$ cat src/rtl/alu_datapath_pkg.sv
// Shared encodings for the add/subtract/multiply datapath: Y-operand selects,
// load destinations and the default operand width.
package alu_datapath_pkg;
   localparam int DEFAULT_WIDTH = 8;

   typedef enum logic [1:0] {
      Y_B   = 2'd0,
      Y_SR  = 2'd1,
      Y_NSR = 2'd2,
      Y_ACC = 2'd3
   } y_sel_e;

   typedef enum logic [1:0] {
      DST_SR       = 2'd0,
      DST_ACC      = 2'd1,
      DST_MUL_INIT = 2'd2,
      DST_NONE     = 2'd3
   } dst_e;
endpackage

$ cat src/rtl/alu_dp_core.sv
// Combinational ALU slice: X/Y operand muxes, carry-in, adder and pass/sum select.
// ALU_DATAPATH_FLAGS_EN adds the signed-overflow output.
module alu_dp_core
   import alu_datapath_pkg::*;
#(
   parameter int WIDTH = DEFAULT_WIDTH
) (
   input  logic [WIDTH-1:0] a_reg,
   input  logic [WIDTH-1:0] b_reg,
   input  logic [WIDTH-1:0] sr,
   input  logic [WIDTH-1:0] acc_lo,
   input  logic             alu_inp_sel_1,
   input  logic [1:0]       alu_inp_sel_2,
   input  logic             alu_out_sel,
   output logic [WIDTH:0]   alu_res
`ifdef ALU_DATAPATH_FLAGS_EN
   ,
   output logic             ovf
`endif
);
   logic [WIDTH-1:0] x;
   logic [WIDTH-1:0] y;
   logic             cin;
   logic [WIDTH:0]   sum;

   always_comb begin
      x = alu_inp_sel_1 ? '0 : a_reg;
      y = b_reg;
      case (y_sel_e'(alu_inp_sel_2))
         Y_B:     y = b_reg;
         Y_SR:    y = sr;
         Y_NSR:   y = ~sr;
         Y_ACC:   y = acc_lo;
         default: y = b_reg;
      endcase
   end

   // Inverted SR with carry-in forms the two's complement negation.
   assign cin     = (alu_inp_sel_2 == Y_NSR);
   assign sum     = {1'b0, x} + {1'b0, y} + {{WIDTH{1'b0}}, cin};
   assign alu_res = alu_out_sel ? sum : {1'b0, y};

`ifdef ALU_DATAPATH_FLAGS_EN
   assign ovf = (x[WIDTH-1] == y[WIDTH-1]) && (sum[WIDTH-1] != x[WIDTH-1]);
`endif
endmodule

$ cat src/rtl/alu_datapath.sv
// Register side of the arithmetic datapath: operands, accumulator, multiplier
// shift register and iteration counter. ALU_DATAPATH_FLAGS_EN adds zero/overflow flags.
module alu_datapath
   import alu_datapath_pkg::*;
#(
   parameter int WIDTH = DEFAULT_WIDTH
) (
   input  logic               clk,
   input  logic               reset,
   input  logic [WIDTH-1:0]   operand_a,
   input  logic [WIDTH-1:0]   operand_b,
   input  logic               load_operands,
   input  logic               alu_inp_sel_1,
   input  logic [1:0]         alu_inp_sel_2,
   input  logic               alu_out_sel,
   input  logic [1:0]         shift_inp_sel,
   input  logic               load_shift_reg,
   input  logic               shift,
   input  logic               clear,
   output logic               shift_reg_out,
   output logic               count_ed_0,
   output logic [WIDTH:0]     acc_q,
   output logic [WIDTH-1:0]   sr_q,
   output logic [2*WIDTH-1:0] result
`ifdef ALU_DATAPATH_FLAGS_EN
   ,
   output logic               flag_zero,
   output logic               flag_ovf
`endif
);
   localparam int CW = $clog2(WIDTH + 1);

   logic [WIDTH-1:0] a_reg;
   logic [WIDTH-1:0] b_reg;
   logic [WIDTH-1:0] sr;
   logic [WIDTH:0]   acc;
   logic [CW-1:0]    cnt;
   logic [WIDTH:0]   alu_res;
`ifdef ALU_DATAPATH_FLAGS_EN
   logic             ovf;
`endif

   alu_dp_core #(.WIDTH(WIDTH)) u_core (
      .a_reg         (a_reg),
      .b_reg         (b_reg),
      .sr            (sr),
      .acc_lo        (acc[WIDTH-1:0]),
      .alu_inp_sel_1 (alu_inp_sel_1),
      .alu_inp_sel_2 (alu_inp_sel_2),
      .alu_out_sel   (alu_out_sel),
      .alu_res       (alu_res)
`ifdef ALU_DATAPATH_FLAGS_EN
      ,
      .ovf           (ovf)
`endif
   );

   always_ff @(posedge clk) begin
      if (reset) begin
         a_reg     <= '0;
         b_reg     <= '0;
         sr        <= '0;
         acc       <= '0;
         cnt       <= '0;
`ifdef ALU_DATAPATH_FLAGS_EN
         flag_zero <= 1'b0;
         flag_ovf  <= 1'b0;
`endif
      end else begin
         // Operand capture sits outside the clear/load/shift priority chain.
         if (load_operands) begin
            a_reg <= operand_a;
            b_reg <= operand_b;
         end
         if (clear) begin
            sr        <= '0;
            acc       <= '0;
            cnt       <= '0;
`ifdef ALU_DATAPATH_FLAGS_EN
            flag_zero <= 1'b0;
            flag_ovf  <= 1'b0;
`endif
         end else if (load_shift_reg) begin
            case (dst_e'(shift_inp_sel))
               DST_SR: sr <= alu_res[WIDTH-1:0];
               DST_ACC: begin
                  acc       <= alu_res;
`ifdef ALU_DATAPATH_FLAGS_EN
                  flag_zero <= (alu_res[WIDTH-1:0] == '0);
                  flag_ovf  <= ovf;
`endif
               end
               DST_MUL_INIT: begin
                  sr  <= b_reg;
                  acc <= '0;
                  cnt <= CW'(WIDTH);
               end
               default: ;
            endcase
         end else if (shift) begin
            sr  <= {acc[0], sr[WIDTH-1:1]};
            acc <= {1'b0, acc[WIDTH:1]};
            cnt <= (cnt == '0) ? cnt : cnt - CW'(1);
         end
      end
   end

   assign shift_reg_out = sr[0];
   assign count_ed_0    = (cnt == '0);
   assign acc_q         = acc;
   assign sr_q          = sr;
   assign result        = {acc[WIDTH-1:0], sr};
endmodule

$ cat config.mk
export PLATFORM = sky130hd
export DESIGN_NAME = alu_datapath
export DESIGN_NICKNAME = d
export VERILOG_FILES = /design/src/rtl/alu_datapath_pkg.sv /design/src/rtl/alu_dp_core.sv /design/src/rtl/alu_datapath.sv
export SDC_FILE = /design/constraint.sdc
export NUM_CORES = 1
export LEC_CHECK = 0
export CORE_AREA = 2 2 73 75
export DETAILED_ROUTE_END_ITERATION = 8
export DIE_AREA = 0 0 75 77
export GPL_ROUTABILITY_DRIVEN = 0
export PLACE_DENSITY = 0.94
export SYNTH_ARGS = -nofsm -noshare
export SYNTH_HDL_FRONTEND = slang
export SYNTH_SLANG_ARGS = --single-unit
$ cat constraint.sdc
create_clock -name clk -period 4.8 [get_ports clk]
set_input_delay 0.96 -clock clk [delete_from_list [all_inputs] [get_ports clk]]
set_output_delay 0.96 -clock clk [all_outputs]
set_load 0.01 [all_outputs]
==> results by group <==
Outcome
  • Run status: finished clean

Setup path
  • Worst Path Arrival: 4300 ps
  • Worst Path Max Fanout: 18
  • WP data required: 5050 ps
  • Endpoint class of the critical path: flip-flop
  • CP Launch Type: input pin
  • CP Class: in2reg

Floorplanning
  • Die Span X: 75 µm
  • Core area: 4980 µm²
  • Initial Util: 52.3%
  • Total Die Area: 5780 µm²
  • I/O pin total: 63
  • Row count: 26
  • Die height: 77 µm

Synthesis
  • Sequential fraction of the synthesis area: 28.5%
  • Compound-Gate Fraction of Synth Area: 25.0%
  • Async S/R FF share, synth: 0%
  • Commonest cells in the netlist: 41 x nor2_1, 37 x dfxtp_1, 26 x a21oi_1
  • Mapped Nets: between 300 and 400
  • Synthesis Warnings: 0
  • Largest family of logic cells by synthesized area: compound AO/OA/AOI/OAI gates
  • Avg Synthesized Cell Area: 7.84 µm²
  • Post-Syn Instances: 332
  • Post-synthesis mux area share: a little under a tenth
  • Yosys cell types: 53
  • Xor-xnor portion of the synthesized cell area: 1.01%
  • EDFF count, synth: 0
  • Yosys top cell by area: dfxtp_1
  • Post-Syn Area: 2600 µm²
  • Simple-gate area share of the yosys netlist: 19.4%
  • Synth area leaders: dfxtp_1 28%, mux2i_1 7.7%, nor2_1 5.9%
  • Synth Register Bits: 37
  • Post-Synth Adder-Cell Area: 5.87%
  • Top FF cell, synth: dfxtp_1
  • Synth top area share: 28.5%
  • Most common cell in the netlist: nor2_1

STA
  • Minimum clock period: 4050 ps
  • Worst-Margin Slew: about 1100 ps
  • Period Utilization, post-route: 84.4%
  • Final setup skew: between 8 and 9 ps
  • Peak Freq: 247 MHz
  • RSZ-0062 raised after global routing: no
  • Worst rel slew slack: between 20 and 30%
  • Hold WS: 491 ps
  • Fin Setup TNS: 0 ps
  • Final setup viols: 0
  • Slew Limit Fails: 0
  • Final hold viol count: 0

Clocking
  • Clock Tree Root: clkbuf_8
  • Num CTS Buffers: 5
  • Clk sinks: 37
  • H-tree depth: 2
  • Clock buffer depth: 2
  • Clock slew at reported path FFs: 80 ps
  • Clock latency on the worst-skew pair: 300 ps
  • CTS tree: yes
  • Hold Buf Count CTS: 0
  • Post-CTS Setup Inserts: 0
  • # resized after CTS: 0

Cells and area
  • Fill cell count: between 400 and 500
  • Max reg flops: 9
  • Fin util: 64.2%
  • Share of cells above drive strength 1: 4.86%
  • Finished Layout Cells: 440
  • Final #Nets: 408
  • Layout area overhead: 22.8%
  • Diode count: 0

Drt
  • Detailed Route WL: roughly 6.9 mm
  • Drt initial violations: ~290
  • Residual DRC: 0
  • TritonRoute pass-1 iters: 7
  • Wire length per cell: between 15 and 20 µm
  • Via density: 6.09
  • ANT nets after route: 0
  • Via count: 2678

Global routing
  • Largest net degree at the start of global routing: 23
  • Vias in the first global route: 2471
  • First-pass GRT wire length: between 10 and 15 mm
  • GR Overflow Total: 0
  • GRT Overall Usage: 24.7%
  • Initial antenna violation count: 0

Flow run
  • Max-cap violations: 0

Placement
  • DP HPWL: approximately 5.1 mm
  • Dpl cells: 432
  • Port Buf Inserts: 62

Power
  • Power density over the cells: 239 nW/µm²
  • Leakage: 1.20 nW
  • Total Power: 0.000763 W
  • Worst vdd ir: ~190 µV

Worst hold path
  • HP Class: reg2reg
[metal layers]
layer	up-vias	routed length (µm)	GRT usage, %
met2	172	3290	39.6
met3	30	690	6.96
met1	1229	2690	31.2
met4	0	203	8.39
met5	-	0	0
li1	1247	-	-
[layout make-up]
class	instances	area, µm²	area share (%)
clock buffers	6	72.6	2.27
well taps	70	87.6	2.74
clock inverters	2	10.0	0.313
multi-input cells	243	1580	49.5
repair buffers	64	636	19.9
flip-flops and latches	37	741	23.2
inverters	18	67.6	2.11
[cell families after synthesis]
kind of cell	Yosys count
buffers and inverters	52
flip-flops	37
multiplexers	24
AND/OR/NAND/NOR	105
adder cells (fa/ha/maj)	11
XOR/XNOR	3
AO/OA/AOI/OAI	100
[critical path, cell delays in order]
cell and delay (ps):
clkdlybuf4s50_1 870, inv_2 160, o211ai_1 210, nand3_1 180, fa_1 490, inv_1 90
fa_1 180, nand2b_1 160, a21boi_0 130, or4_1 480, o311ai_1 130, o221a_1 260
[placed cells by master, fill, tap and decap left out, drive strengths merged, types with 8 or more instances in the layout]
master,n
nor2,41
a21oi,26
nand2b,8
clkdlybuf4s50,62
nand2,21
dfxtp,37
inv,18
a211oi,12
o211ai,9
o21ai,21
ha,9
mux2i,20
[power breakdown]
group	internal, W	total, W	switching (W)	leakage, nW
Sequential	0.000322	0.000342	0.0000197	0.303
Clock	0.000101	0.000216	0.000116	0.0450
Combinational	0.0000964	0.000204	0.000108	0.855
Total	0.000519	0.000763	0.000243	1.20
[worst paths after layout]
kind,startpoint,to,slack [ps],cells after the start
worst max-delay path,alu_inp_sel_2[1],acc_q[4],750,12
worst min-delay path,a_reg[7],a_reg[7],490,2
worst max register to register,sr_q[0],acc_q[4],1920,11
worst min register to register,a_reg[7],a_reg[7],490,2
[metrics by stage]
stage               worst slack [ps]  cell area (µm²)
floorplan                       1430             2600
global placement                 690             3110
detailed placement               524             3110
CTS                              821             3200
global route                     534             3200
finish                           747             3200
Note: power is estimated with default switching activity, not from simulation.
